[src/rtl/if_fetch_buffer_pkg.sv]
// Shared types and constants for the instruction fetch stage and its buffer.
package if_pkg;

    localparam int unsigned IB_DEPTH_DEFAULT = 8;
    localparam int unsigned INST_BYTES       = 4;
    localparam int unsigned LINE_BYTES       = 8;

    typedef struct packed {
        logic [31:0] inst;
        logic [63:0] pc;
    } ib_entry_t;

endpackage

[src/rtl/if_fetch_buffer_if.sv]
// Icache-facing and decode-facing signals of the fetch stage; slave is the fetch stage.
interface if_fetch_buffer_if #(
    parameter int unsigned IB_DEPTH = if_pkg::IB_DEPTH_DEFAULT
);

    logic [63:0]                      Icache_data_out;
    logic                             Icache_valid_out;
    logic                             redirect_en;
    logic [63:0]                      redirect_pc;
    logic [1:0]                       deq_count;
    logic [63:0]                      proc2Icache_addr;
    logic [1:0][31:0]                 ib_inst;
    logic [1:0][63:0]                 ib_pc;
    logic [1:0]                       ib_valid;
    logic [$clog2(IB_DEPTH+1)-1:0]    ib_count;

    modport master (
        output Icache_data_out, Icache_valid_out, redirect_en, redirect_pc, deq_count,
        input  proc2Icache_addr, ib_inst, ib_pc, ib_valid, ib_count
    );

    modport slave (
        input  Icache_data_out, Icache_valid_out, redirect_en, redirect_pc, deq_count,
        output proc2Icache_addr, ib_inst, ib_pc, ib_valid, ib_count
    );

endinterface

[src/rtl/if_fetch_buffer_ib_fifo.sv]
// Dual-push / dual-pop circular instruction buffer with flush.
module ib_fifo
    import if_pkg::*;
#(
    parameter int unsigned DEPTH = IB_DEPTH_DEFAULT
) (
    input  logic                          clock,
    input  logic                          reset,
    input  logic                          flush,
    input  logic [1:0]                    push_n,
    input  ib_entry_t                     push_entry [2],
    input  logic [1:0]                    pop_n,
    output ib_entry_t                     head_entry [2],
    output logic [$clog2(DEPTH+1)-1:0]    count
);

    localparam int unsigned PW = $clog2(DEPTH);
    localparam int unsigned CW = $clog2(DEPTH+1);

    ib_entry_t       mem [DEPTH];
    logic [PW-1:0]   head;
    logic [PW-1:0]   tail;
    logic [1:0]      pop_c;

    // Never pop more than is held; count can only be below pop_n when it is 0 or 1.
    always_comb begin
        pop_c = pop_n;
        if (CW'(pop_n) > count) pop_c = count[1:0];
    end

    always_ff @(posedge clock or posedge reset) begin
        if (reset) begin
            head  <= '0;
            tail  <= '0;
            count <= '0;
        end else if (flush) begin
            head  <= '0;
            tail  <= '0;
            count <= '0;
        end else begin
            head  <= head + PW'(pop_c);
            tail  <= tail + PW'(push_n);
            count <= count + CW'(push_n) - CW'(pop_c);
        end
    end

    always_ff @(posedge clock) begin
        if (!flush) begin
            if (push_n != 2'd0) mem[tail]          <= push_entry[0];
            if (push_n == 2'd2) mem[tail + PW'(1)] <= push_entry[1];
        end
    end

    assign head_entry[0] = mem[head];
    assign head_entry[1] = mem[head + PW'(1)];

endmodule

[src/rtl/if_fetch_buffer.sv]
// Fetch stage: owns fetch_pc, splits icache lines into instructions and feeds the buffer.
module if_fetch_buffer
    import if_pkg::*;
#(
    parameter logic [63:0] RESET_PC = 64'h0,
    parameter int unsigned IB_DEPTH = IB_DEPTH_DEFAULT
) (
    input  logic            clock,
    input  logic            reset,
    if_fetch_buffer_if.slave fb
);

    localparam int unsigned CW = $clog2(IB_DEPTH+1);

    logic [63:0]    fetch_pc;
    logic [1:0]     nw;
    logic [1:0]     push_n;
    logic [1:0]     pop_n;
    logic           push_ok;
    logic [CW-1:0]  count;
    logic [CW-1:0]  free;
    ib_entry_t      push_entry [2];
    ib_entry_t      head_entry [2];

    // Room is judged against the pre-pop count, so a pop never makes space in the same cycle.
    always_comb begin
        nw      = fetch_pc[2] ? 2'd1 : 2'd2;
        free    = CW'(IB_DEPTH) - count;
        push_ok = fb.Icache_valid_out && !fb.redirect_en && (free >= CW'(nw));
        push_n  = push_ok ? nw : 2'd0;
        pop_n   = fb.redirect_en ? 2'd0 : fb.deq_count;

        push_entry[0] = '{inst: fb.Icache_data_out[31:0], pc: fetch_pc};
        if (fetch_pc[2]) push_entry[0].inst = fb.Icache_data_out[63:32];
        push_entry[1] = '{inst: fb.Icache_data_out[63:32], pc: fetch_pc + 64'(INST_BYTES)};
    end

    always_ff @(posedge clock or posedge reset) begin
        if (reset) begin
            fetch_pc <= {RESET_PC[63:2], 2'b00};
        end else if (fb.redirect_en) begin
            fetch_pc <= {fb.redirect_pc[63:2], 2'b00};
        end else if (push_ok) begin
            fetch_pc <= fetch_pc + 64'(INST_BYTES) * 64'(nw);
        end
    end

    ib_fifo #(
        .DEPTH(IB_DEPTH)
    ) u_ib_fifo (
        .clock      (clock),
        .reset      (reset),
        .flush      (fb.redirect_en),
        .push_n     (push_n),
        .push_entry (push_entry),
        .pop_n      (pop_n),
        .head_entry (head_entry),
        .count      (count)
    );

    assign fb.proc2Icache_addr = fetch_pc & ~64'(LINE_BYTES - 1);
    assign fb.ib_count         = count;

    always_comb begin
        fb.ib_valid = '0;
        fb.ib_inst  = '0;
        fb.ib_pc    = '0;
        for (int unsigned i = 0; i < 2; i++) begin
            fb.ib_valid[i] = (count > CW'(i));
            if (fb.ib_valid[i]) begin
                fb.ib_inst[i] = head_entry[i].inst;
                fb.ib_pc[i]   = head_entry[i].pc;
            end
        end
    end

endmodule

[src/flat_wrapper.sv]
// flat-port wrapper written by rule: the top's interface ports become plain ports
module if_fetch_buffer_flat import if_pkg::*;
#(
    parameter logic [63:0] RESET_PC = 64'h0,
    parameter int unsigned IB_DEPTH = IB_DEPTH_DEFAULT
)
  (clock, reset, fb_Icache_data_out, fb_Icache_valid_out, fb_redirect_en, fb_redirect_pc, fb_deq_count, fb_proc2Icache_addr, fb_ib_inst, fb_ib_pc, fb_ib_valid, fb_ib_count);
  if_fetch_buffer_if #(.IB_DEPTH(IB_DEPTH)) fb_i ();
  input  logic clock;
  input  logic reset;
  input wire logic [$bits(fb_i.Icache_data_out)-1:0] fb_Icache_data_out;
  input wire logic [$bits(fb_i.Icache_valid_out)-1:0] fb_Icache_valid_out;
  input wire logic [$bits(fb_i.redirect_en)-1:0] fb_redirect_en;
  input wire logic [$bits(fb_i.redirect_pc)-1:0] fb_redirect_pc;
  input wire logic [$bits(fb_i.deq_count)-1:0] fb_deq_count;
  output wire logic [$bits(fb_i.proc2Icache_addr)-1:0] fb_proc2Icache_addr;
  output wire logic [$bits(fb_i.ib_inst)-1:0] fb_ib_inst;
  output wire logic [$bits(fb_i.ib_pc)-1:0] fb_ib_pc;
  output wire logic [$bits(fb_i.ib_valid)-1:0] fb_ib_valid;
  output wire logic [$bits(fb_i.ib_count)-1:0] fb_ib_count;
  assign fb_i.Icache_data_out = fb_Icache_data_out;
  assign fb_i.Icache_valid_out = fb_Icache_valid_out;
  assign fb_i.redirect_en = fb_redirect_en;
  assign fb_i.redirect_pc = fb_redirect_pc;
  assign fb_i.deq_count = fb_deq_count;
  assign fb_proc2Icache_addr = fb_i.proc2Icache_addr;
  assign fb_ib_inst = fb_i.ib_inst;
  assign fb_ib_pc = fb_i.ib_pc;
  assign fb_ib_valid = fb_i.ib_valid;
  assign fb_ib_count = fb_i.ib_count;
  if_fetch_buffer #(.RESET_PC(RESET_PC), .IB_DEPTH(IB_DEPTH)) u_core (.clock(clock), .reset(reset), .fb(fb_i));
endmodule
[config.mk]
export PLATFORM = sky130hd
export DESIGN_NAME = if_fetch_buffer_flat
export DESIGN_NICKNAME = d
export VERILOG_FILES = /design/src/rtl/if_fetch_buffer_pkg.sv /design/src/rtl/if_fetch_buffer_if.sv /design/src/rtl/if_fetch_buffer_ib_fifo.sv /design/src/rtl/if_fetch_buffer.sv /design/src/flat_wrapper.sv
export SDC_FILE = /design/constraint.sdc
export NUM_CORES = 2
export LEC_CHECK = 0
export ABC_CLOCK_PERIOD_IN_PS = 11200
export CAP_MARGIN = 20
export CORE_ASPECT_RATIO = 0.6
export CORE_UTILIZATION = 47
export CTS_CLUSTER_DIAMETER = 80
export CTS_CLUSTER_SIZE = 24
export DETAILED_ROUTE_END_ITERATION = 10
export HOLD_SLACK_MARGIN = 0.03
export PLACE_DENSITY = 0.64
export RECOVER_POWER = 50
export SLEW_MARGIN = 5
export SYNTH_ARGS = -nofsm -noshare
export SYNTH_HDL_FRONTEND = slang
export SYNTH_HIERARCHICAL = 1
export SYNTH_SLANG_ARGS = --single-unit
[constraint.sdc]
create_clock -name clock -period 11.2 [get_ports clock]
set_input_delay 2.24 -clock clock [delete_from_list [all_inputs] [get_ports clock]]
set_output_delay 2.24 -clock clock [all_outputs]
set_load 0.05 [all_outputs]
==> results_dict.tcl <==
set metrics [dict create \
    status "finished, violations left" \
    violations "max-capacitance violations, max-slew violations" \
    post_cts_buffers 0 \
    ys_seq_elements 840 \
    p_sw_frac 0.4443 \
    grt_start_max_net_pins 141 \
    finalPower_mw 14.32 \
    row_count 94 \
    core_um2 109700 \
    vias 33410 \
    cts_tree "done" \
    ys_seq_area_frac 0.4774 \
    layout_common_cells "mux2_2, edfxtp_1, mux4_2" \
    drc_errors 0 \
    finalSetupViolCount 0 \
    cts_buffer_depth 3 \
    worstPathRequired_ps 11470 \
    die_area_um2 112200 \
    grt_pass1_vias 33350 \
    switchingPower_mw 6.364 \
    p_int_mw 7.959 \
    synthArstFlopShare 0.08571 \
    rsz0062_at_grt "false" \
    htreeDepth 2 \
    area_delta_synth_final_pct 11.78 \
    cts_sinks 840 \
    power.share.sequential 0.269 \
    first_pass_iters 5 \
    synth_compound_area_frac 0.01792 \
    cts_root_buf "clkbuf_16" \
    ant_nets 0 \
    die_x_um 431.8 \
    comb_power_share 0.599 \
    vias_per_cell 6.500 \
    finalHoldViolations 0 \
    maxSlewHeadroom -2.165 \
    wl_per_cell_um 31.99 \
    nets 3782 \
    avgSynthCellArea_um2 15.23 \
    startpoint_type "flip-flop" \
    slew_violations 689 \
    yosys.area_share.simple 0.06512 \
    gp_congestion 0.9332 \
    fill_cells 9185 \
    setup_tns_ps 0 \
    crit_path_end_kind "flip-flop" \
    grt_pass1_wl_um 237600 \
    dp_hpwl_um 98040 \
    clkTransAtPathRegs_ps 100 \
    maxCapViolCount 22 \
    grt_overflow 0 \
    antenna_found_initial 8 \
    synth_top_family_by_area "multiplexers" \
    cts_buffers 42 \
    postSynthCellCount 3420 \
    fmax_ghz 0.1123 \
    synthMuxAreaShare 0.3831 \
    ctsResizeCount 0 \
    cts_hold_buf 0 \
    yosys_warnings 6 \
    hp-class "reg -> reg" \
    drt_first_iter_violations 3619 \
    die_height_um 259.9 \
    path_max_fanout 50 \
    start_util 0.4747 \
    peakVddDrop_uv 304.1 \
    synth_edf_count 768 \
    finalCriticalPeriod_ps 8902 \
    final_common_cell "mux2_2" \
    synth_fa_ha_area_frac 0.005861 \
    synth_flop_cell "edfxtp_1" \
    synth-xor-area-share 0.01542 \
    tightestPinTransition_ps 4747 \
    worst_skew_pair.late_latency_ps 640 \
    numPortBuffers 390 \
    drive_above_1_share 0.4169 \
    p_leak_nw 18.28 \
    io_pins 396 \
    powerDensity_nw_per_um2 246.0 \
    syn_area_um2 52080 \
    worstSetupPathType "reg -> reg" \
    timing.final.crit_share 0.7948 \
    drt-total-wl_um 164400 \
    synth_cell_types 68 \
    finClkSkew_ps 33.85 \
    clkPwrFrac 0.132 \
    gr-usage-all-layers 0.2889 \
    crit_arrival_ps 9170 \
]
-- power by group through the flow --
stage | logic (mW) | clock network, mW | registers (mW)
after global placement | 8.58 | 0 | 3.92
after CTS | 8.64 | 1.93 | 3.86
after floorplan | 6.04 | 0 | 3.85
after detailed placement | 8.60 | 0 | 3.93
final | 8.58 | 1.89 | 3.86
after global routing | 8.96 | 2.03 | 3.88
-- final timing paths --
kind | from | endpoint | slack, ps | depth (start not counted)
max in group asynchronous | reset | u_core/fetch_pc[2] | 4980 | 3
min in group asynchronous | reset | u_core/u_ib_fifo/tail[1] | 2140 | 2
min | u_core/u_ib_fifo/tail[2] | u_core/u_ib_fifo/tail[2] | 740 | 2
min reg2reg | u_core/u_ib_fifo/tail[2] | u_core/u_ib_fifo/tail[2] | 740 | 2
max | u_core/fetch_pc[2] | u_core/u_ib_fifo/mem[5][8] | 2300 | 7
max reg2reg | u_core/fetch_pc[2] | u_core/u_ib_fifo/mem[5][8] | 2300 | 7
-- routing by layer --
metal / GRT usage / wire length [um] / share of wire / vias to the layer above
met1: 0.4167 / 70010 / 0.43 / 17620
met4: 0.07230 / 4392 / 0.027 / 2
met2: 0.4559 / 76240 / 0.46 / 1568
li1: - / - / - / 13980
met5: 0 / 13 / 0.000079 / -
met3: 0.04845 / 13770 / 0.084 / 235
-- per-stage QoR --
stage                     instance area (um^2)  hold slack [ps]    util  std cells  setup slack [ps]
after floorplan                          52210            608.8       -       3454              1887
after global placement                   57090            696.9  0.5203       5068              3923
after detailed placement                 57090            711.0  0.5203       5068              3959
after CTS                                58410            732.7  0.5323       5137              3677
after global routing                     58220            779.0  0.5306       5140              1868
final                                    58220            736.2  0.5306       5140              2298
-- kinds of logic (layout without fill, tap and decap cells) --
logic type / after synthesis / in the layout
other: 1 / 36
buffers and inverters: 357 / 554
XOR/XNOR: 90 / 90
adder cells (fa/ha/maj): 22 / 22
multiplexers: 1389 / 1389
AO/OA/AOI/OAI: 131 / 131
AND/OR/NAND/NOR: 590 / 590
flip-flops: 840 / 840
-- flip-flops by register name, indices dropped and copies added, names as in the netlist --
name / count
u_core/u_ib_fifo/mem: 768
u_core/u_ib_fifo/tail: 3
u_core/u_ib_fifo/head: 3
u_core/fetch_pc: 62
u_core/u_ib_fifo/count: 4
-- area by class of cell --
type / count / area [um^2] / area share
Antenna cell: 1 / 2.502 / 0.00004298
Clock buffer: 58 / 1179 / 0.02024
Clock inverter: 11 / 141.4 / 0.002428
Inverter: 19 / 71.32 / 0.001225
Multi-Input combinational cell: 2257 / 25570 / 0.4391
Sequential cell: 840 / 24880 / 0.4273
Tap cell: 1488 / 1862 / 0.03198
Timing Repair Buffer: 466 / 4521 / 0.07765
-- worst max-delay path, stage by stage (launching register included) --
cell      delay, ps
dfrtp_2         390
clkbuf_1       2630
inv_1          1000
nor3_1          890
o21a_1          300
nand3_1         100
a21oi_1        2140
buf_4          1000
-- synth_stat cells, drive strengths merged, types with 4 or more instances --
cell type  count  area (um^2)
a2111oi        7        112.6
o31ai         11        82.58
nand3         64        335.3
buf          200         1241
a211oi        11        82.58
or3           12        75.07
a221o          5        50.05
clkbuf       138        518.0
inv           18        67.56
xor2          45        401.6
ha            18        225.2
xnor2         45        401.6
nor3b          6        50.05
nor3          24        130.1
and4          18        157.7
nor4          17        112.6
mux2i         10        100.1
a31oi         23        143.9
nor2b         16        100.1
nand2b         4        25.02
nor2          65        244.0
and3           8        50.05
a21o           4        30.03
mux4         384         8648
nand2         76        285.3
a21oi         11        55.05
fa             4        80.08
nand4         46        302.8
o21ai         34        170.2
a211o          5        43.79
dfrtp         72         1802
edfxtp       768        23060
o211ai         8        60.06
mux2         995        11200
or4           23        172.7
and2         197         1232
No activity file was read; power rests on OpenSTA's default activity.
